[config.mk]
export PLATFORM = sky130hd
export DESIGN_NAME = manch2spi
export DESIGN_NICKNAME = d
export VERILOG_FILES = /design/src/rtl/manch2spi.sv
export SDC_FILE = /design/constraint.sdc
export NUM_CORES = 1
export LEC_CHECK = 0
export CAP_MARGIN = 5
export CORE_MARGIN = 2
export CORE_UTILIZATION = 54
export DETAILED_ROUTE_END_ITERATION = 8
export MAX_ROUTING_LAYER = met4
export PLACE_DENSITY = 0.78
export SLEW_MARGIN = 20
export SYNTH_ARGS = -nofsm -noshare
export SYNTH_HDL_FRONTEND = slang
export SYNTH_SLANG_ARGS = --single-unit
[constraint.sdc]
create_clock -name clk -period 2.3 [get_ports clk]
set_input_delay 0.23 -clock clk [delete_from_list [all_inputs] [get_ports clk]]
set_output_delay 0.23 -clock clk [all_outputs]
set_load 0.01 [all_outputs]
[src/rtl/manch2spi.sv]
// Manchester line receiver that re-times each decoded payload bit onto a mode-0 SPI port.
// A preamble bit opens the frame (cs low); a missing mid-bit edge closes it.
module manch2spi #(
    parameter int OSR      = 8,
    parameter int MAX_BITS = 64
) (
    input  logic                          clk,
    input  logic                          rst,
    input  logic                          eth_line,
    output logic                          sck,
    output logic                          mosi,
    output logic                          cs,
    output logic [$clog2(MAX_BITS+1)-1:0] bit_count,
    output logic                          frame_done,
    output logic                          err,
    output logic [1:0]                    state_dbg
);
    localparam int BCW = $clog2(MAX_BITS + 1);
    localparam int CW  = $clog2(2 * OSR + 1);

    localparam logic [CW-1:0]  CNT_SAT = CW'(2 * OSR);
    localparam logic [CW-1:0]  MID_LO  = CW'(3 * OSR / 4);
    localparam logic [CW-1:0]  MID_HI  = CW'(5 * OSR / 4);
    localparam logic [CW-1:0]  TMO     = CW'(3 * OSR / 2);
    localparam logic [CW-1:0]  SCK_ON  = CW'(OSR / 4);
    localparam logic [CW-1:0]  SCK_OFF = CW'(3 * OSR / 4 - 1);
    localparam logic [BCW-1:0] BC_MAX  = BCW'(MAX_BITS);

    typedef enum logic [1:0] {
        RECOVER = 2'd0,
        IDLE    = 2'd1,
        ACTIVE  = 2'd2
    } state_t;

    state_t        state;
    logic          sync1;
    logic          sync2;
    logic          line_q;
    logic          ovf;
    logic          fwd;
    logic [CW-1:0] cnt;
    logic [CW-1:0] cnt_inc;
    logic          line_edge;
    logic          line_rise;

    assign line_edge = sync2 ^ line_q;
    assign line_rise = sync2 & ~line_q;
    assign cnt_inc   = (cnt == CNT_SAT) ? cnt : cnt + CW'(1);
    assign state_dbg = state;

    // cnt holds the number of cycles since the last accepted edge, so an edge
    // arriving D cycles after the previous one is judged with cnt == D.
    always_ff @(posedge clk) begin
        if (rst) begin
            sync1      <= 1'b0;
            sync2      <= 1'b0;
            line_q     <= 1'b0;
            state      <= RECOVER;
            cnt        <= '0;
            sck        <= 1'b0;
            mosi       <= 1'b0;
            cs         <= 1'b1;
            bit_count  <= '0;
            frame_done <= 1'b0;
            err        <= 1'b0;
            ovf        <= 1'b0;
            fwd        <= 1'b0;
        end else begin
            sync1      <= eth_line;
            sync2      <= sync1;
            line_q     <= sync2;
            frame_done <= 1'b0;
            err        <= 1'b0;
            sck        <= 1'b0;
            cnt        <= cnt_inc;
            case (state)
                RECOVER: begin
                    if (line_edge) begin
                        cnt <= CW'(1);
                    end else if (cnt == CNT_SAT) begin
                        state <= IDLE;
                    end
                end
                IDLE: begin
                    if (line_rise) begin
                        state     <= ACTIVE;
                        cnt       <= CW'(1);
                        cs        <= 1'b0;
                        bit_count <= '0;
                        ovf       <= 1'b0;
                        fwd       <= 1'b0;
                    end
                end
                ACTIVE: begin
                    sck <= fwd && (cnt >= SCK_ON) && (cnt <= SCK_OFF);
                    if (line_edge) begin
                        if (cnt > MID_HI) begin
                            err   <= 1'b1;
                            cs    <= 1'b1;
                            sck   <= 1'b0;
                            fwd   <= 1'b0;
                            cnt   <= CW'(1);
                            state <= RECOVER;
                        end else if (cnt >= MID_LO) begin
                            cnt <= CW'(1);
                            sck <= 1'b0;
                            if (bit_count < BC_MAX) begin
                                mosi      <= sync2;
                                bit_count <= bit_count + BCW'(1);
                                fwd       <= 1'b1;
                            end else begin
                                fwd <= 1'b0;
                                err <= ~ovf;
                                ovf <= 1'b1;
                            end
                        end
                    end else if (cnt >= TMO) begin
                        cs         <= 1'b1;
                        frame_done <= 1'b1;
                        fwd        <= 1'b0;
                        state      <= IDLE;
                    end
                end
                default: state <= RECOVER;
            endcase
        end
    end
endmodule

==> key figures <==
Clock network
  – Later-pin clock latency in the skew report: 0.32 ns
  – Reg clk slew, reported paths: 0.14 ns
  – Number of hold buffers added after CTS: 0
  – Longest Clk Path Bufs: 2
  – Total CTS buffers: 3
  – H-tree depth: 1
  – CTS tree: done
  – Clk sinks: 24
  – Post-CTS sizing: 0
  – Root buffer cell: clkbuf_4
  – Setup Fix Bufs, Post-CTS: 0

Layout
  – Area occupied by multi-input gates: 759 um^2
  – Area Overhead vs Synth: 15.3%
  – Fillers: 217
  – Design area: 1510 um^2
  – FF+latch area: 480 um^2
  – N_diodes: 0
  – Commonest cells after routing, fill and taps aside: dfxtp_1 (24), a21oi_1 (17), clkdlybuf4s50_1 (16)
  – Most common cell after layout, fill and taps aside: dfxtp_1
  – Nets: 182
  – Final Non-Filler Cells: 196
  – Final Util: 67.1%
  – Share of cells above drive strength 1: 8.33%

Logic synthesis
  – Post-synthesis sequential area ratio: 36.6%
  – Cell taking the most area after synthesis: dfxtp_1
  – Syn Nets: 168
  – Synthesized area per cell: 8.47 um^2
  – Synth Instances: 155
  – Synth async-reset ratio: 0%
  – Netlist cell types: 37
  – Post-synth EDFFs: 0
  – Synth Flop Type: dfxtp_1
  – Yosys reg bits: 24
  – Synth area leaders: dfxtp_1 (37%), ha_1 (9.5%), a21oi_1 (6.5%)
  – Synth Warn #: 0
  – Yosys top cell area share: 36.6%
  – Mapped Area: 1310 um^2

Place
  – Dpl ws: 0.321 ns
  – Post-DP Area: 1480 um^2
  – Dpl cells: 192
  – Post-DP HPWL: 2110 um
  – PortBufs: 16
  – Final GP Congestion: 0.857

Critical path
  – RR Endpoint: state_dbg[0]
  – Flop2flop setup slack: 0.29 ns
  – Crit path top cell by count: inv_1
  – CP bufs+invs: 2
  – CP Class: reg2reg
  – Critical Path AT: 2.27 ns
  – Worst EP required: 2.56 ns
  – Slowest cell on the critical path: ha_1
  – CP startpoint: line_q
  – CP top delay family: simple AND/OR/NAND/NOR gates
  – Crit Path Max Fanout: 9
  – Critical Path Sink: state_dbg[0]
  – Worst path depth: 7
  – Setup crit start kind: flip-flop
  – RR Startpoint: line_q
  – Crit. End Element: flip-flop
  – Worst reg2reg path depth: 7
  – Worst path max stage delay: 0.47 ns
  – Critical path cell sequence: inv_1 -> ha_1 -> inv_1 -> o31ai_1 -> nand3_1 -> or3_1 -> a21oi_1

Die
  – Ports: 17
  – Effective utilization at floorplan: 58.2%
  – Core area: 2250 um^2
  – Die area: 2840 um^2
  – Die W: 53.3 um
  – Die Y: 53.3 um
  – # rows: 17

STA
  – Worst slew pin tran: 0.417 ns
  – Max Slew Vio Count: 0
  – Final Hold Fails: 0
  – Fmax: 497 MHz
  – Tcrit/Tclk final: 87.4%
  – # setup viols final: 0
  – Worst clock skew: 0.0108 ns
  – Setup TNS: 0 ns
  – RSZ-0062 raised after global routing: false
  – Slew headroom: 71.4%
  – Period minus WS final: 2.01 ns
  – Final worst slack: 0.289 ns

GRT
  – GR Overflow Total: 0
  – Largest net degree at the start of global routing: 14
  – First-pass GRT wire length: 4770 um
  – Initial antenna violation count: 0
  – Vias in the first global route: 1080
  – GRT Resource Usage Total: 23.8%

Route
  – Antenna violation net count after detailed routing: 0
  – Drt via density: 6.05
  – Via count: 1185
  – WL final: 2930 um
  – Post-DR wirelength/cell: 14.9 um
  – DRT Pass-1 Iters: 4
  – Initial DRC Count: 29
  – DRC: 0

Power and ir drop
  – Max IR drop VDD: 483 uV
  – Power Dens Cells: 629 nW/um^2
  – Switching pwr: 0.000310 W
  – Clk pwr share: 23.9%
  – Int Power: 0.000642 W
  – Combinational share of power: 24.7%
  – Flop pwr share: 51.4%
  – Pleak: 0.561 nW
  – Sw Share: 32.5%

Worst hold path
  – Hold Path Class: in2reg

Job
  – Maximum Capacitance Violations: 0

Outcome
  – Status: complete, no violations
## sequential cells by signal (all words and copies together) (netlist names)
register	count
mosi	1
sync1	1
frame_done	1
state_dbg	2
cs	1
bit_count	7
ovf	1
err	1
sck	1
line_q	1
sync2	1
fwd	1
cnt	5
## synthesized netlist by cell type (2+ instances only)
cell type / instances
nor2b_1: 5
nand3_1: 7
ha_1: 10
or2_2: 2
nand2_1: 8
nand4_1: 4
clkbuf_1: 4
nand4b_1: 2
o21a_1: 2
nand3b_1: 2
nor3_1: 4
or3_1: 3
mux2i_1: 4
o21ai_0: 9
nor2_1: 14
a21o_1: 2
inv_1: 7
xor2_1: 2
buf_2: 4
or3_2: 2
a21oi_1: 17
dfxtp_1: 24
nand2b_1: 3
## logic make-up (layout without fill, tap and decap cells)
group           Yosys count  count (layout)  share of synthesized area (%)
compound gates           39              39                           19.3
xor+xnor                  3               3                           2.00
fa+ha+maj                10              10                           9.53
buf+inv                  16              29                           5.53
flops                    24              24                           36.6
mux                       4               4                           3.05
simple gates             59              59                           24.0
## power groups by stage
| stage | clock network, W | registers [W] | logic [W] |
|---|---|---|---|
| 2_1_floorplan | 0 | 0.000482 | 0.000175 |
| 3_3_place_gp | 0 | 0.000494 | 0.000217 |
| 3_5_place_dp | 0 | 0.000495 | 0.000227 |
| 4_1_cts | 0.000230 | 0.000487 | 0.000233 |
| 5_1_grt | 0.000243 | 0.000494 | 0.000261 |
| 6_report | 0.000228 | 0.000489 | 0.000235 |
## metal layers
metal	wire (um)	track usage [%]	up-vias
li1	-	-	575
met1	1350	31.7	552
met2	1320	35.0	49
met3	183	2.82	9
met4	74	12.8	0
met5	0	-	-
## worst min-delay path by stage
stage	startpoint	end	slack (ns)	cells after the start
2_1_floorplan	rst	sync1	0.30	1
6_report	eth_line	sync1	0.44	2
5_1_grt	eth_line	sync1	0.45	2
3_5_place_dp	sync1	sync2	0.46	1
4_1_cts	eth_line	sync1	0.45	2
3_3_place_gp	sync1	sync2	0.45	1
## area by class of cell
cell class	count	share of cell area (%)
Inverter	7	1.74
Sequential cell	24	31.8
Clock buffer	4	2.40
Tap cell	28	2.32
Multi-Input combinational cell	115	50.2
Timing Repair Buffer	18	11.6
## worst reg2reg max path: cells and delay by family, from the launching register on
family | cells | cell delay (ns)
flops | 1 | 0.33
simple gates | 2 | 0.58
buf+inv | 2 | 0.16
fa+ha+maj | 1 | 0.47
compound gates | 2 | 0.40
## through the flow
stage	power, W	hold WS [ns]
after global routing	0.000997	0.448
final	0.000952	0.445
after floorplan	0.000657	0.302
after detailed placement	0.000722	0.463
after CTS	0.000950	0.454
after global placement	0.000710	0.455
No activity file was read; power rests on OpenSTA's default activity.
